`config.mk`:
```
export PLATFORM = sky130hd
export DESIGN_NAME = ps2_host_tx
export DESIGN_NICKNAME = d
export VERILOG_FILES = /design/src/rtl/ps2_host_tx_pkg.sv /design/src/rtl/ps2_host_tx_line_sync.sv /design/src/rtl/ps2_host_tx.sv
export SDC_FILE = /design/constraint.sdc
export NUM_CORES = 1
export LEC_CHECK = 0
export ABC_AREA = 1
export CELL_PAD_IN_SITES_DETAIL_PLACEMENT = 1
export CELL_PAD_IN_SITES_GLOBAL_PLACEMENT = 1
export CORE_UTILIZATION = 40
export CTS_BUF_LIST = sky130_fd_sc_hd__clkbuf_4 sky130_fd_sc_hd__clkbuf_8
export CTS_CLUSTER_DIAMETER = 80
export DETAILED_ROUTE_END_ITERATION = 12
export PLACE_DENSITY_LB_ADDON = 0.1
export SYNTH_ARGS = -nofsm -noshare
export SYNTH_HDL_FRONTEND = slang
export SYNTH_HIERARCHICAL = 1
export SYNTH_SLANG_ARGS = --single-unit
```
`constraint.sdc`:
```
create_clock -name clk -period 1.55 [get_ports clk]
set_input_delay 0.2325 -clock clk [delete_from_list [all_inputs] [get_ports clk]]
set_output_delay 0.2325 -clock clk [all_outputs]
set_load 0.01 [all_outputs]
```
`src/rtl/ps2_host_tx_pkg.sv`:
```
// Shared keyboard-subsystem definitions for the PS/2 host transmit path:
// transmitter state encoding, frame length, command bytes and frame builder.
package ps2_host_tx_pkg;

    typedef enum logic [2:0] {
        IDLE      = 3'd0,
        INHIBIT   = 3'd1,
        REQ       = 3'd2,
        SEND      = 3'd3,
        ACK       = 3'd4,
        WAIT_IDLE = 3'd5
    } ps2_tx_state_t;

    localparam int PS2_FRAME_BITS = 11;

    localparam logic [7:0] PS2_CMD_SET_LED = 8'hED;
    localparam logic [7:0] PS2_CMD_RESET   = 8'hFF;
    localparam logic [7:0] PS2_CMD_ENABLE  = 8'hF4;
    localparam logic [7:0] PS2_ACK         = 8'hFA;

    // Bits shifted out after device edges 1..10: data LSB first, odd parity, stop.
    function automatic logic [9:0] ps2_tx_frame(input logic [7:0] data);
        return {1'b1, ~^data, data};
    endfunction

endpackage

```
`src/rtl/ps2_host_tx_line_sync.sv`:
```
// Two-flop synchronizers for the PS/2 clock and data pins plus falling-edge
// detection on the synchronized clock.
module ps2_line_sync (
    input  logic clk,
    input  logic rst,
    input  logic clk_in,
    input  logic data_in,
    input  logic reload,
    output logic clk_sync,
    output logic data_sync,
    output logic fall
);

    logic clk_meta_q, clk_meta_d;
    logic clk_sync_q, clk_sync_d;
    logic clk_prev_q, clk_prev_d;
    logic data_meta_q, data_meta_d;
    logic data_sync_q, data_sync_d;

    always_comb begin
        clk_meta_d  = clk_in;
        clk_sync_d  = clk_meta_q;
        clk_prev_d  = clk_sync_q;
        data_meta_d = data_in;
        data_sync_d = data_meta_q;
        // The host is releasing a clock it held low itself; preset the chain
        // high so that self-inflicted low never shows up as a device edge.
        if (reload) begin
            clk_meta_d = 1'b1;
            clk_sync_d = 1'b1;
            clk_prev_d = 1'b1;
        end
    end

    always_ff @(posedge clk or posedge rst) begin
        if (rst) begin
            clk_meta_q  <= 1'b1;
            clk_sync_q  <= 1'b1;
            clk_prev_q  <= 1'b1;
            data_meta_q <= 1'b1;
            data_sync_q <= 1'b1;
        end else begin
            clk_meta_q  <= clk_meta_d;
            clk_sync_q  <= clk_sync_d;
            clk_prev_q  <= clk_prev_d;
            data_meta_q <= data_meta_d;
            data_sync_q <= data_sync_d;
        end
    end

    assign clk_sync  = clk_sync_q;
    assign data_sync = data_sync_q;
    assign fall      = clk_prev_q & ~clk_sync_q;

endmodule

```
`src/rtl/ps2_host_tx.sv`:
```
// PS/2 host-to-device command transmitter (request-to-send, 11-bit frame, ACK).
// Define PS2_TX_TIMEOUT_EN to add a watchdog that aborts a stalled transfer.
module ps2_host_tx
    import ps2_host_tx_pkg::*;
#(
    parameter int INHIBIT_CYCLES = 10000,
    parameter int TIMEOUT_CYCLES = 2000000
) (
    input  logic       clk,
    input  logic       rst,
    input  logic [7:0] tx_data,
    input  logic       tx_valid,
    output logic       tx_ready,
    input  logic       ps2_clk_in,
    input  logic       ps2_data_in,
    output logic       ps2_clk_oe,
    output logic       ps2_data_oe,
    output logic       busy,
    output logic       tx_done,
    output logic       tx_err
);

    localparam int INH_W = $clog2(INHIBIT_CYCLES + 1);
    localparam logic [INH_W-1:0] INH_LAST = INH_W'(INHIBIT_CYCLES - 1);
    localparam logic [3:0] LAST_DATA_BIT = 4'(PS2_FRAME_BITS - 2);

    ps2_tx_state_t    state_q, state_d;
    logic [9:0]       frame_q, frame_d;
    logic [3:0]       bit_q, bit_d;
    logic [INH_W-1:0] inh_q, inh_d;
    logic             err_flag_q, err_flag_d;
    logic             clk_oe_q, clk_oe_d;
    logic             data_oe_q, data_oe_d;
    logic             done_q, done_d;
    logic             err_q, err_d;
    logic             busy_q, busy_d;
    logic             ready_q, ready_d;

`ifdef PS2_TX_TIMEOUT_EN
    localparam int WD_W = $clog2(TIMEOUT_CYCLES + 1);
    localparam logic [WD_W-1:0] WD_LAST = WD_W'(TIMEOUT_CYCLES - 1);
    logic [WD_W-1:0] wd_q, wd_d;
`endif

    logic clk_sync, data_sync, fall;

    ps2_line_sync u_sync (
        .clk       (clk),
        .rst       (rst),
        .clk_in    (ps2_clk_in),
        .data_in   (ps2_data_in),
        .reload    (state_q == REQ),
        .clk_sync  (clk_sync),
        .data_sync (data_sync),
        .fall      (fall)
    );

    always_comb begin
        state_d    = state_q;
        frame_d    = frame_q;
        bit_d      = bit_q;
        inh_d      = inh_q;
        err_flag_d = err_flag_q;
        clk_oe_d   = clk_oe_q;
        data_oe_d  = data_oe_q;
        done_d     = 1'b0;
        err_d      = 1'b0;

        case (state_q)
            IDLE: begin
                bit_d     = 4'd0;
                clk_oe_d  = 1'b0;
                data_oe_d = 1'b0;
                if (tx_valid && ready_q) begin
                    frame_d    = ps2_tx_frame(tx_data);
                    inh_d      = '0;
                    err_flag_d = 1'b0;
                    clk_oe_d   = 1'b1;
                    state_d    = INHIBIT;
                end
            end
            INHIBIT: begin
                if (inh_q == INH_LAST) begin
                    data_oe_d = 1'b1;
                    state_d   = REQ;
                end else begin
                    inh_d = inh_q + 1'b1;
                end
            end
            REQ: begin
                clk_oe_d = 1'b0;
                state_d  = SEND;
            end
            SEND: begin
                if (fall) begin
                    data_oe_d = ~frame_q[bit_q];
                    bit_d     = bit_q + 4'd1;
                    if (bit_q == LAST_DATA_BIT) state_d = ACK;
                end
            end
            ACK: begin
                if (fall) begin
                    err_flag_d = data_sync;
                    bit_d      = bit_q + 4'd1;
                    state_d    = WAIT_IDLE;
                end
            end
            WAIT_IDLE: begin
                // The done pulse is issued from here so tx_ready stays low during it.
                if (done_q) begin
                    state_d = IDLE;
                end else if (clk_sync && data_sync) begin
                    done_d = 1'b1;
                    err_d  = err_flag_q;
                end
            end
            default: state_d = IDLE;
        endcase

`ifdef PS2_TX_TIMEOUT_EN
        wd_d = '0;
        if ((state_q == SEND || state_q == ACK || state_q == WAIT_IDLE) && !done_q && !fall) begin
            if (wd_q == WD_LAST) begin
                clk_oe_d  = 1'b0;
                data_oe_d = 1'b0;
                done_d    = 1'b1;
                err_d     = 1'b1;
                state_d   = WAIT_IDLE;
            end else begin
                wd_d = wd_q + 1'b1;
            end
        end
`endif

        busy_d  = (state_d != IDLE);
        ready_d = (state_d == IDLE);
    end

    always_ff @(posedge clk or posedge rst) begin
        if (rst) begin
            state_q    <= IDLE;
            frame_q    <= '0;
            bit_q      <= 4'd0;
            inh_q      <= '0;
            err_flag_q <= 1'b0;
            clk_oe_q   <= 1'b0;
            data_oe_q  <= 1'b0;
            done_q     <= 1'b0;
            err_q      <= 1'b0;
            busy_q     <= 1'b0;
            ready_q    <= 1'b1;
`ifdef PS2_TX_TIMEOUT_EN
            wd_q       <= '0;
`endif
        end else begin
            state_q    <= state_d;
            frame_q    <= frame_d;
            bit_q      <= bit_d;
            inh_q      <= inh_d;
            err_flag_q <= err_flag_d;
            clk_oe_q   <= clk_oe_d;
            data_oe_q  <= data_oe_d;
            done_q     <= done_d;
            err_q      <= err_d;
            busy_q     <= busy_d;
            ready_q    <= ready_d;
`ifdef PS2_TX_TIMEOUT_EN
            wd_q       <= wd_d;
`endif
        end
    end

    assign tx_ready    = ready_q;
    assign ps2_clk_oe  = clk_oe_q;
    assign ps2_data_oe = data_oe_q;
    assign busy        = busy_q;
    assign tx_done     = done_q;
    assign tx_err      = err_q;

endmodule

```
==> results.toml <==
[floorplanning]
die_x_um = 77.8
die_h_um = 77.8
design.die.area_mm2 = 0.00606
core_area_mm2 = 0.00554
initial_utilization_pct = 41.5
num_rows = 27
boundaryPins = 19

[critical_path]
required_ns = 1.79
crit_fanout = 2
worst_setup_path_end_kind = "register"
r2r_slack_ns = -0.007
cp.arrival_ns = 1.80
path_class = "register to register"
startpoint_type = "register"

[place]
hpwl_mm = 4.70
gp_congestion = 0.824
port_buffers = 18
dp.cells = 405

[cells_and_area]
seq_area_mm2 = 0.00109
drive_above_1_share_pct = 26.9
most-common-layout-cells = "nand2_1, dfrtp_1, buf_4"
syn2layout_area_growth_pct = 34.8
instances_no_fill = 418
insertedDiodeCount = 0
multiInputGateArea_mm2 = 0.00114
fill_cells = 670
final_common_cell = "nand2_1"
layout.nets = 361

[yosys]
syn-instance-count = 286
synth_top_area_cell = "dfrtp_1"
synth_cell_types = 35
netlist_area_mm2 = 0.00230
yosysSeqAreaShare_pct = 47.1
ys_warn_count = 6
synth_top_area_share_pct = 40.3
syn_nets = 302
postSynthAreaPerCell_um2 = 8.04
synth_top_cells_by_area = "dfrtp_1, nand2_1, dfstp_2"
ys_ff_latch = 43

[clock_tree]
path_clk_slew_ns = 0.09
cts_buffers = 5
clock-sinks = 43
clock_latency_ns = 0.30
ctsHtreeMaxLevel = 2
clock-root-buffer = "clkbuf_8"
tritoncts = "built"
clockBufferDepth = 2
hold_buffers = 0

[pwr]
combPwrFrac_pct = 5.0
p_seq_share_pct = 49.2
swShare_pct = 20.7
p_int_mw = 1.83
p_leak_nw = 1.38
power_mw = 2.31
power_frac_clock_pct = 45.8
switchingPower_uw = 478
p_per_area_mw_per_mm2 = 745
vdd_drop_max_mv = 0.505

[status]
outcome = "complete, but fails checks"
failed_checks = "negative setup slack"

[timing]
period_needed_ns = 1.56
fmax_mhz = 642
setup_viol_count_final = 1
timing.final.crit_share_pct = 100
tns_ns = -0.00732
worst_slack_ns = -0.00732
rsz0062_at_grt = "yes"
final_max_slew_viol_count = 0
finalHoldViolations = 0
worst_pin_slew_ns = 0.447
whs_ns = 0.310
skew_ns = 0.00877
maxSlewHeadroom_pct = 70.0

[hold_path]
holdCritPathClass = "primary input to asynchronous set/reset pin"

[routing]
vias = 2144
drc_errors = 0
first_pass_iters = 4
ant_nets = 0
wirelength_mm = 6.49
drt-initial-drc-count = 79
via_per_inst = 5.13
wire_per_inst_um = 15.5

[grt]
track_usage_pct = 22.6
grt_pass1_vias = 2217
grt_first_pass_wirelength_mm = 10.4
gr-total-overflow = 0
antenna_found_initial = 0
grt_max_degree = 39

[job]
cap_viol_max_count = 0
[worst paths after layout]
kind                                                   start                      endpoint  cells after the start
worst max-delay path                    inh_q[1]$_DFFE_PP0P_            tx_ready$_DFF_PP1_                     10
worst min-delay path                                     rst          inh_q[1]$_DFFE_PP0P_                      3
worst max register to register          inh_q[1]$_DFFE_PP0P_            tx_ready$_DFF_PP1_                     10
worst min register to register  u_sync/data_meta_q$_DFF_PP1_    u_sync/data_sync$_DFF_PP1_                      0
max in group asynchronous                                rst            tx_ready$_DFF_PP1_                      3
min in group clk                                 ps2_data_in  u_sync/data_meta_q$_DFF_PP1_                      1
[cell usage after synthesis (all sizes together)]
cell,number
a21oi,6
and2,1
buf,3
clkbuf,1
clkinv,1
dfrtp,37
dfstp,6
ha,3
inv,40
nand2,73
nand2b,1
nand3,27
nand3b,3
nand4,6
nor2,24
nor2b,1
nor3,9
o2111ai,1
o211ai,1
o21ai,22
o21bai,2
o22ai,3
o31ai,1
or2,1
xnor2,6
xor2,7
[state kept, by name, summed over array words and instances (netlist names)]
name and flops:
tx_ready 1, busy 1, ps2_data_oe 1, tx_err 1
inh_q 14, u_sync/clk_meta_q 1, u_sync/clk_prev_q 1, tx_done 1
u_sync/data_meta_q 1, state_q 3, u_sync/data_sync 1, err_flag_q 1
bit_q 4, ps2_clk_oe 1, u_sync/clk_sync 1, frame_q 10
[power groups by stage]
stage	sequential, mW	combinational, mW	clock (mW)
finish	1.14	0.116	1.06
global route	1.14	0.130	1.12
CTS	1.14	0.117	1.08
detailed placement	1.16	0.116	0
global placement	1.16	0.111	0
floorplan	1.16	0.0559	0
[worst max-delay path, cell delays in order (launching register included)]
cell,delay (ns)
dfrtp_1,0.41
ha_4,0.18
nand2_4,0.06
nor2_4,0.10
inv_2,0.05
buf_4,0.13
nor2_1,0.14
nand4_1,0.11
nand2_1,0.10
nor2_1,0.07
nor2b_1,0.14
[logic make-up after synthesis]
logic type	Yosys count	share of synthesized area (%)
AO/OA/AOI/OAI	36	9.19
XOR/XNOR	13	4.95
adder cells (fa/ha/maj)	3	1.63
buffers and inverters	45	8.00
flip-flops	43	47.1
AND/OR/NAND/NOR	146	29.1
[through the flow]
stage / setup slack (ns) / area, um^2 / util [%]
floorplan: 0.0243 / 2300 / -
global placement: -0.0165 / 2800 / 50.5
detailed placement: -0.0262 / 2800 / 50.5
CTS: -0.0138 / 2990 / 53.9
global route: -0.0838 / 3100 / 55.9
finish: -0.00732 / 3100 / 55.9
[final cells by class]
type / count / area share, %
Clock inverter: 3 / 2.18
Sequential cell: 43 / 35.0
Clock buffer: 5 / 2.22
Inverter: 41 / 5.05
Multi-Input combinational cell: 198 / 36.9
Timing Repair Buffer: 56 / 15.7
Tap cell: 72 / 2.91
[metal layers]
| metal | part of all wire [%] | vias to the layer above | global-route usage (%) |
|---|---|---|---|
| li1 | - | 1034 | - |
| met1 | 42 | 1061 | 25.0 |
| met2 | 53 | 29 | 41.6 |
| met3 | 2.0 | 20 | 4.35 |
| met4 | 2.8 | 0 | 9.62 |
| met5 | 0 | - | 0 |
[timing repair]
item	in CTS	in global routing
resized for setup	8	29
setup buffers	4	2
pin swaps	1	11
endpoints found under the hold margin	0	0
endpoints found under the setup margin	13	19
gates cloned	0	0
(Power assumes the default switching activity.)
==> patch: new RTL, same flow settings <==
`INHIBIT_CYCLES`: 10000 -> 5000.
--- a/src/rtl/ps2_host_tx.sv
+++ b/src/rtl/ps2_host_tx.sv
@@ -5,3 +5,3 @@
 #(
-    parameter int INHIBIT_CYCLES = 10000,
+    parameter int INHIBIT_CYCLES = 5000,
     parameter int TIMEOUT_CYCLES = 2000000
Function: no difference found for any inputs over 10 cycles, from zero or initial values and one cycle with rst high; that may be too few to reach the edited logic, so the function may still have changed.
==> patch against the unedited design <==
The run still ends with negative setup slack left. Synthesized area decreased by 4.9%. Sequential cell count decreased by 1. Final area decreased by 9.3%. Hold slack improved by 8.6 ps. Clock power decreased by 29%. Power decreased by 14%. Cell count decreased by 6.9%. Setup slack improved by 3.2 ps. Wire length decreased by 12%.
==> patch: results (changes against the unedited design) <==
- The via count of the first global-routing pass is 2002 (-9.7%).
- Internal power consumption: 0.00154 W (-16%)
- The wire length on met3 was 233 microns (+77%).
- Cell area after placement: 0.00263 sq mm (-5.9%)
- The via density per instance was 5.02 (-2.1%).
* Clock tree skew after final layout: 5.50 ps (-3.27 ps)
- Cell count after placement: 381 (-5.9%)
- The number of standard cells in the layout, taps in and fillers out was 389 (-6.9%).
- Fraction of the mapped netlist area in adder cells: 1.72% (+0.084 points)
- The number of filler instances in the final layout is 629 (-6.1%).
* Register area share after synthesis: 48.4% (+1.3 points)
- Post-Synthesis Net Count: 287 (-5.0%)
- Post-Place Worst Slack: -4.06 ps (+22.2 ps)
- The sequential cell area is 0.00106 sq mm (-2.4%).
* Leading registers by flop count: inh_q (13), frame_q (10), bit_q (4)
- Outcome: finished, violations left
- Maximum fanout encountered on the critical timing path: 3 (+1)
* Wire length of the first global-routing pass: 9.74 mm (-5.9%)
- The total setup violations reported at the end of the flow was 1 (unchanged).
* Ranking of synthesized cells by area: sky130_fd_sc_hd__dfrtp_1 41%, sky130_fd_sc_hd__nand2_1 11%, sky130_fd_sc_hd__dfstp_2 7.2%
* Area share of the largest cell type after synthesis: 41.2% (+0.93 points)
* Share of post-route cells with drive strength above 1: 21.0% (-5.9 points)
- Xor and xnor fraction of the mapped netlist area: 4.41% (-0.55 points)
- The post-synthesis instance total was 271 (-5.2%).
- Worst-case headroom to the max-slew limit: 79.6% (+9.6 points)
* Area fraction in compound gates after synthesis: 9.90% (+0.70 points)
- Final worst-path setup slack: -4.16 ps (+3.16 ps)
- Arrival time reported for the critical path endpoint: 1740 ps (-60 ps)
* Leak: 1.32 nW (-4.5%)
- Wire length on met1: 2.75 mm (+0.84%)
- Worst IR Drop VDD: 0.000516 V (+2.0%)
- The post-CTS setup-driven buffer insertion count came to 0 (-4).
* Summed negative setup slack over all endpoints: -4.16 ps (+3.16 ps)
* Violations in the final reports: negative setup slack
-- patch: layout make-up --
| type | instances | share of cell area [%] |
|---|---|---|
| clock buffer | 7 | 3.21 |
| sequential | 42 | 37.7 |
| clock inverter | 1 | 0.178 |
| timing repair buffer | 45 | 14.2 |
| inverter | 41 | 5.70 |
| multi-input combinational | 183 | 35.9 |
| tap | 70 | 3.12 |
-- patch: power by group through the flow --
stage	Clock, W	Combinational (W)	Sequential [W]
detailed placement	0	0.000115	0.00113
global route	0.000818	0.000127	0.00111
finish	0.000757	0.000113	0.00111
CTS	0.000780	0.000115	0.00111
floorplan	0	0.0000566	0.00113
global placement	0	0.000111	0.00113
-- patch: per-layer routing --
| metal | vias up | global-route usage, % |
|---|---|---|
| met2 | 35 | 33.9 |
| li1 | 972 | - |
| met4 | 0 | 6.35 |
| met5 | - | 0 |
| met1 | 940 | 30.1 |
| met3 | 7 | 3.86 |
-- patch: timing repair --
item                                   in CTS  in global routing
endpoints found under the hold margin       0                  0
resized for setup                           3                 19
pin swaps                                   0                  2
setup endpoints to repair                  10                 16
-- patch: final timing paths --
check,cells after the start,startpoint,slack [ps],endpoint
max,9,inh_q[0]$_DFFE_PP0P_,-4,busy$_DFF_PP0_
min,3,rst,320,bit_q[0]$_DFFE_PP0P_
min reg2reg,0,u_sync/data_meta_q$_DFF_PP1_,360,u_sync/data_sync$_DFF_PP1_
max in group asynchronous,3,rst,960,tx_ready$_DFF_PP1_
max reg2reg,9,inh_q[0]$_DFFE_PP0P_,-4,busy$_DFF_PP0_
min in group clk,1,ps2_data_in,340,u_sync/data_meta_q$_DFF_PP1_
